File: src/rtl/reg8_file_pkg.sv
// reg8_file_pkg: shared constants and types for the 8x8 register file.
//   RF_WIDTH  data bits per register
//   RF_DEPTH  number of registers (power of two)
//   RF_AW     address width, $clog2(RF_DEPTH)
package reg8_file_pkg;

    localparam int unsigned RF_WIDTH = 8;
    localparam int unsigned RF_DEPTH = 8;
    localparam int unsigned RF_AW    = 3;

    typedef logic [RF_WIDTH-1:0] rf_data_t;
    typedef logic [RF_AW-1:0]    rf_addr_t;

endpackage

File: src/rtl/rf_decoder.sv
// rf_decoder: one-hot AW-to-DEPTH decoder with enable.
//   en_i      when low the output is all-zero
//   sel_i     binary select
//   onehot_o  bit sel_i set when en_i is high, all others clear
module rf_decoder #(
    parameter int unsigned AW    = 3,
    parameter int unsigned DEPTH = 8
) (
    input  logic             en_i,
    input  logic [AW-1:0]    sel_i,
    output logic [DEPTH-1:0] onehot_o
);

    always_comb begin
        onehot_o = '0;
        if (en_i) begin
            onehot_o[sel_i] = 1'b1;
        end
    end

endmodule

File: src/rtl/reg8_file.sv
// reg8_file: DEPTH x WIDTH register file, one synchronous write port and one
// combinational read port.
//   clk     rising-edge clock for all state
//   clr     synchronous active-low clear of every register; wins over a write
//   enable  write enable, active-high
//   d       write data
//   wsel    write address
//   rsel    read address
//   q       mem[rsel], combinational
//   r       one-hot read-select indicator, 1 << rsel
// Build option: define RF_WRITE_BYPASS_EN to forward d onto q during a write
// cycle whose wsel equals rsel (write-first). Undefined: q shows stored data
// only, new data appearing after the writing edge.
module reg8_file
    import reg8_file_pkg::*;
#(
    parameter int unsigned WIDTH = RF_WIDTH,
    parameter int unsigned DEPTH = RF_DEPTH,  // must be a power of two
    parameter int unsigned AW    = $clog2(DEPTH)
) (
    input  logic             clk,
    input  logic             clr,
    input  logic             enable,
    input  logic [WIDTH-1:0] d,
    input  logic [AW-1:0]    wsel,
    input  logic [AW-1:0]    rsel,
    output logic [WIDTH-1:0] q,
    output logic [DEPTH-1:0] r
);

    logic [WIDTH-1:0] mem_q [DEPTH];
    logic [DEPTH-1:0] we;

    // Per-entry write strobes, already gated by enable.
    rf_decoder #(
        .AW    (AW),
        .DEPTH (DEPTH)
    ) u_wdec (
        .en_i     (enable),
        .sel_i    (wsel),
        .onehot_o (we)
    );

    rf_decoder #(
        .AW    (AW),
        .DEPTH (DEPTH)
    ) u_rdec (
        .en_i     (1'b1),
        .sel_i    (rsel),
        .onehot_o (r)
    );

    for (genvar i = 0; i < DEPTH; i++) begin : g_mem
        always_ff @(posedge clk) begin
            if (!clr) begin
                mem_q[i] <= '0;
            end else if (we[i]) begin
                mem_q[i] <= d;
            end
        end
    end

    always_comb begin
        q = mem_q[rsel];
`ifdef RF_WRITE_BYPASS_EN
        // Clear wins over forwarding: with clr low the edge stores zero, not d.
        if (enable && clr && (wsel == rsel)) begin
            q = d;
        end
`endif
    end

endmodule

File: config.mk
export PLATFORM = sky130hd
export DESIGN_NAME = reg8_file
export DESIGN_NICKNAME = d
export VERILOG_FILES = /design/src/rtl/reg8_file_pkg.sv /design/src/rtl/rf_decoder.sv /design/src/rtl/reg8_file.sv
export SDC_FILE = /design/constraint.sdc
export NUM_CORES = 1
export LEC_CHECK = 0
export CAP_MARGIN = 20
export CORE_ASPECT_RATIO = 0.8
export CORE_MARGIN = 2
export CORE_UTILIZATION = 41
export DETAILED_ROUTE_END_ITERATION = 10
export PLACE_DENSITY_LB_ADDON = 0.2
export SETUP_SLACK_MARGIN = 0.5
export SLEW_MARGIN = 20
export SYNTH_ARGS = -nofsm -noshare
export SYNTH_HDL_FRONTEND = slang
export SYNTH_HIERARCHICAL = 1
export SYNTH_SLANG_ARGS = --single-unit
File: constraint.sdc
create_clock -name clk -period 1.3 [get_ports clk]
set_clock_uncertainty 0.05 [all_clocks]
set_input_delay 0.13 -clock clk [delete_from_list [all_inputs] [get_ports clk]]
set_output_delay 0.13 -clock clk [all_outputs]
set_load 0.005 [all_outputs]
==> impl_metrics.tcl, run 1 <==
set metrics [dict create \
    port_buffers 32 \
    async_flop_share_pct 0 \
    synth_top_family_by_area "simple AND/OR/NAND/NOR gates" \
    drtPass1Iterations 4 \
    fin_crit_ps 1819 \
    seqPwrFrac_pct 51.6 \
    antenna_cells 0 \
    areaGrowthSynthToFinish_pct 34.51 \
    reg_top3 "mem_q x64" \
    post-route-drc-count 0 \
    h-tree-depth 3 \
    syn_area_sq_mm 0.003143 \
    setup_violations 8 \
    cp-start-kind "register" \
    p_int_mw 3.687 \
    routed_via_density 5.234 \
    path_delay_family "multiplexers" \
    cp.required_ps 1120 \
    path_class "register to primary output" \
    seq_area_frac_synth_pct 61.15 \
    critical_path_buf_inv_count 1 \
    switchingPower_mw 1.049 \
    grt.overflow.total 0 \
    ant_nets 0 \
    pwr-share-clk_pct 33.7 \
    finalHoldViolCount 0 \
    die_w_um 101.9 \
    synth-xor-area-share_pct 0 \
    antenna_found_initial 0 \
    fillers 618 \
    ys_top_cells_by_area "edfxtp_1 (61%), and3_1 (13%), mux4_1 (13%), mux2_2 (2.9%), and4bb_1 (1.6%)" \
    drv_cap 0 \
    synth_compound_area_share_pct 0 \
    yosysTopAreaCell "edfxtp_1" \
    slew_viol_final 0 \
    critPathMaxStageDelay_ps 510 \
    cts_sinks 64 \
    synthTopCellsByCount "and3_1 (64), edfxtp_1 (64), mux4_1 (15)" \
    synth_edf_count 64 \
    fin_ws_ps -519.2 \
    dpl.cell_count 337 \
    netlist-cell-type-count 18 \
    grt_util_all_layers_pct 19.06 \
    wl_um 7151 \
    rows 28 \
    hold_path.class "input port to register" \
    clockBufferDepth 2 \
    p_comb_share_pct 14.8 \
    vias 1921 \
    num-nets-final 274 \
    synth_mux_area_share_pct 16.12 \
    p_sw_share_pct 22.15 \
    drt_iter0_markers 87 \
    largest_reg_flops 64 \
    multiInputGateArea_sq_mm 0.001231 \
    rsz0062_at_grt "true" \
    grt_pass1_wl_um 11300 \
    power_density_mw_per_mm2 1120 \
    leakage_nw 1.844 \
    core_area_sq_mm 0.007427 \
    register_area_sq_mm 0.001922 \
    root_buffer "clkbuf_8" \
    ys.flop_type "edfxtp_1" \
    cp_slowest_cell "mux4_2" \
    synth_top_area_share_pct 61.15 \
    drive_gt1_share_pct 41.98 \
    critPathMaxFanout 1 \
    synth_warnings 6 \
    top_register "mem_q" \
    grt_max_degree 73 \
    grt_pass1_vias 1924 \
    cp_data_arrival_time_ps 1640 \
    die_y_um 82.31 \
    initial_utilization_pct 42.32 \
    design.portCount 33 \
    worst_ir_drop_vdd_uv 617.6 \
    numCtsBuffers 9 \
    final_cells 367 \
    violations "setup timing" \
    cts_tree "yes" \
    postSynthCellCount 189 \
    fp.dieArea_sq_mm 0.008387 \
    yosys.area_share.adder_pct 0 \
    routabilityCongestion 0.7220 \
    synth-simple-area-share_pct 20.38 \
    syn_avg_cell_area_sq_um 16.63 \
    fin_crit_sh_pct 139.9 \
    max_freq_mhz 549.7 \
    outcome "complete, but fails checks" \
    clk_pin_slew_worst_paths_ps 70 \
    cts_hold_buf 0 \
    worstSetupEndpointType "primary output" \
    total_power_mw 4.736 \
    dp_hpwl_um 4214 \
    path_cells "mux4_2 > mux2_4 > buf_6" \
    wl_per_cell_um 19.49 \
    ys_ff_latch 64 \
]
path summary, 6_finish.rpt:
path / startpoint / endpoint / depth (start not counted)
hold / removal: wsel[2] / mem_q[0][1]$_SDFFCE_PN0P_ / 3
setup / recovery: mem_q[7][0]$_SDFFCE_PN0P_ / q[0] / 3
power groups by stage:
stage	clock [mW]	sequential [mW]	combinational [mW]
finish	1.59	2.44	0.699
global route	1.73	2.46	0.747
CTS	1.62	2.44	0.694
detailed placement	0	2.49	0.593
global placement	0	2.48	0.591
floorplan	0	2.47	0.317
cell type report:
type	instances	area share (%)
multi-input combinational	120	29.12
sequential	64	45.46
tap	105	3.107
clock buffer	11	3.107
timing repair buffer	62	18.08
clock inverter	5	1.125
repair_timing:
item / 4_1_cts / 5_1_grt
pin swaps: 6 / 5
setup endpoints to repair: 144 / 65
cloned: 4 / 0
gates resized for setup: 146 / 10
hold endpoints to repair: 0 / 0
buffers inserted: 10 / 0
per-stage QoR:
step / instance area (sq um) / TNS (ps) / utilization [%] / setup slack [ps] / hold slack [ps]
2_1_floorplan: 3252 / 0 / - / 0.3101 / 234.2
3_3_place_gp: 3796 / -55360 / 51.11 / -1026 / 726.7
3_5_place_dp: 3796 / -57660 / 51.11 / -1027 / 725.2
4_1_cts: 4198 / -4003 / 56.52 / -549.5 / 262.1
5_1_grt: 4228 / -4152 / 56.92 / -562.8 / 269.7
6_report: 4228 / -3801 / 56.92 / -519.2 / 264.5
layer usage:
metal / wire (um) / vias up / GRT usage [%]
li1: - / 911 / -
met1: 3444 / 952 / 28.06
met2: 3387 / 50 / 28.88
met3: 214 / 8 / 2.609
met4: 104 / 0 / 7.600
met5: 0 / - / 0
kinds of logic (layout without fill, tap and decap cells):
kind of cell | Yosys count | after routing
buffers and inverters | 12 | 78
multiplexers | 24 | 24
AND/OR/NAND/NOR | 88 | 88
flip-flops | 64 | 64
other | 1 | 8
placed cells by master (no fill, tap or decap):
master and count:
conb_1 8, buf_6 17, mux4_1 1, and4b_1 1
and4bb_2 3, nor4b_4 1, bufinv_16 1, buf_16 2
buf_4 13, clkbuf_8 9, clkinv_2 2, nand2b_4 8
clkinv_1 2, and4_4 2, buf_2 7, and4bb_4 1
and4bb_1 2, buf_8 2, edfxtp_1 64, mux2_4 8
bufbuf_16 2, and3_1 64, buf_12 11, clkbuf_1 2
dlygate4sd2_1 8, mux4_2 15, nor4b_2 1, and4b_2 5
worst min-delay path, delay by kind of cell:
kind / cells / cell delay [ps]
buffers and inverters: 1 / 90
AND/OR/NAND/NOR: 2 / 240
Power figures use the tool's default switching activity.
==> inputs of run 2 (changes only) <==
--- a/config.mk
+++ b/config.mk
@@ -10,6 +10,7 @@
 export CORE_MARGIN = 2
 export CORE_UTILIZATION = 41
 export DETAILED_ROUTE_END_ITERATION = 10
+export GPL_ROUTABILITY_DRIVEN = 0
 export PLACE_DENSITY_LB_ADDON = 0.2
 export SETUP_SLACK_MARGIN = 0.5
 export SLEW_MARGIN = 20
==> results of run 2 <==
Final layout, timing and power as in run 1 (identical DEF).
==> inputs of run 3 (changes only) <==
--- a/config.mk
+++ b/config.mk
@@ -6,11 +6,12 @@
 export NUM_CORES = 1
 export LEC_CHECK = 0
 export CAP_MARGIN = 20
-export CORE_ASPECT_RATIO = 0.8
+export CORE_ASPECT_RATIO = 0.7
 export CORE_MARGIN = 2
 export CORE_UTILIZATION = 41
 export DETAILED_ROUTE_END_ITERATION = 10
 export GPL_ROUTABILITY_DRIVEN = 0
+export HOLD_SLACK_MARGIN = 0.02
 export PLACE_DENSITY_LB_ADDON = 0.2
 export SETUP_SLACK_MARGIN = 0.5
 export SLEW_MARGIN = 20
==> run 3 against run 2 <==
  * Setup slack gained 20 ps
  * Final cell count shrank 1.9%
  * Combinational power grew 2%
  * The run still ends with setup timing left
  * Sequential power is essentially flat
  * Final area grew 3.0%
  * First-iteration DRC count grew 57%
  * Global-route usage grew 0.14 points
  * Clock power shrank 10%
  * Largest power group unchanged
==> impl_metrics.tcl, run 3 (synthesis results as in run 1) <==
set metrics [dict create \
    drt_iter0_markers 137 \
    antenna_found_initial 0 \
    cp-start-kind "register" \
    path_class "register to primary output" \
    routed_via_density 5.572 \
    die_w_um 108.7 \
    dp_hpwl_um 4718 \
    cts_tree "yes" \
    cp.depth 3 \
    setup_violations 8 \
    drive_gt1_share_pct 54.58 \
    path_delay_family "multiplexers" \
    drtPass1Iterations 4 \
    post-route-drc-count 0 \
    leakage_nw 1.759 \
    max_freq_mhz 555.7 \
    clockBufferDepth 2 \
    port_buffers 32 \
    place_area_sq_mm 0.003830 \
    finalHoldViolCount 0 \
    grt_util_all_layers_pct 19.20 \
    grt_max_degree 34 \
    worstSetupEndpointType "primary output" \
    path_cells "mux4_2 > mux2_4 > buf_6" \
    fin_crit_ps 1800 \
    initial_utilization_pct 42.75 \
    num-nets-final 275 \
    p_sw_share_pct 23.94 \
    grt_pass1_vias 2023 \
    p_comb_share_pct 15.6 \
    grt_pass1_wl_um 11510 \
    critPathMaxStageDelay_ps 480 \
    cp.required_ps 1120 \
    outcome "complete, but fails checks" \
    final_common_cell "edfxtp_1" \
    root_buffer "clkbuf_8" \
    hold_path.class "input port to register" \
    clk_pin_slew_worst_paths_ps 70 \
    reg_top3 "mem_q x64" \
    design.portCount 33 \
    cp_data_arrival_time_ps 1620 \
    critPathMaxFanout 1 \
    fin_area_sq_mm 0.004354 \
    fin_ws_ps -499.6 \
    total_power_mw 4.587 \
    slew_viol_final 0 \
    power_density_mw_per_mm2 1053 \
    top_register "mem_q" \
    cp_slowest_cell "mux4_2" \
    vias 2006 \
    wl_um 7544 \
    whs_path_depth 3 \
    rows 26 \
    rsz0062_at_grt "true" \
    seqPwrFrac_pct 53.3 \
    numCtsBuffers 9 \
    grt.overflow.total 0 \
    pwr-share-clk_pct 31.1 \
    critical_path_buf_inv_count 1 \
    worst_ir_drop_vdd_uv 502.6 \
    areaGrowthSynthToFinish_pct 38.54 \
    cts_sinks 64 \
    drv_cap 0 \
    switchingPower_mw 1.098 \
    fp.dieArea_sq_mm 0.008394 \
    fin_crit_sh_pct 138.4 \
    violations "setup timing" \
    h-tree-depth 3 \
    wl_per_cell_um 20.96 \
    antenna_cells 0 \
    ant_nets 0 \
    core_area_sq_mm 0.007352 \
    layout_common_cells "edfxtp_1 (64), and3_1 (35), and3_4 (29), buf_6 (27), mux4_2 (16)" \
    die_y_um 77.26 \
    largest_reg_flops 64 \
    p_int_mw 3.488 \
]
run 3: cell types whose count changed in the layout (fill, tap and decap cells not counted), moves of 2 or more:
cell / delta
and3_1: -29
and3_4: +29
buf_12: -2
buf_4: -8
buf_6: +10
buf_8: +3
bufbuf_16: -2
clkbuf_1: -2
clkinvlp_4: +2
run 3: area by class of cell:
class                   instances  area, sq um
repair buffers                 63        779.5
clock inverters                 6        37.54
flip-flops and latches         64         1922
fillers                       583         2998
well taps                      98        122.6
multi-input cells             120         1369
clock buffers                   9        123.9
run 3: repair_timing:
item,4_1_cts,5_1_grt
pin swaps,8,6
endpoints found under the hold margin,0,0
gates cloned,3,0
hold buffers,0,0
gates resized for setup,158,33
endpoints found under the setup margin,144,70
buffers inserted,4,4
run 3: worst min-delay path, stage by stage:
cell and delay [ps]:
buf_12 90, nor4b_4 40, nand2b_4 200
run 3: power by group through the flow:
stage / Sequential (mW) / Combinational, mW / Clock, mW
2_1_floorplan: 2.47 / 0.317 / 0
3_3_place_gp: 2.48 / 0.599 / 0
3_5_place_dp: 2.49 / 0.604 / 0
4_1_cts: 2.45 / 0.685 / 1.46
5_1_grt: 2.45 / 0.763 / 1.54
6_report: 2.45 / 0.715 / 1.43
run 3: path summary, 6_finish.rpt:
kind                                       from  slack (ps)                   endpoint
worst max-delay path  mem_q[4][6]$_SDFFCE_PN0P_        -500                       q[6]
worst min-delay path                    wsel[0]         260  mem_q[0][7]$_SDFFCE_PN0P_
run 3: through the flow:
step / TNS, ps / worst slack, ps / instances / util, % / hold slack (ps)
6_report: -3771 / -499.6 / 360 / 59.22 / 262.2
5_1_grt: -4167 / -557.4 / 360 / 59.22 / 254.5
4_1_cts: -3935 / -526.7 / 356 / 56.69 / 248.3
3_5_place_dp: -56330 / -1052 / 334 / 52.09 / 605.7
3_3_place_gp: -53890 / -1041 / 334 / 52.09 / 602.5
2_1_floorplan: 0 / 0.3101 / 196 / - / 234.2
run 3: metal layers:
layer	wire length, um	global-route usage, %	up-vias	part of all wire [%]
li1	-	-	919	-
met1	3513	27.74	1011	47
met2	3472	28.00	69	46
met3	484	5.952	7	6.4
met4	74	5.385	0	0.98
met5	0	0	-	0
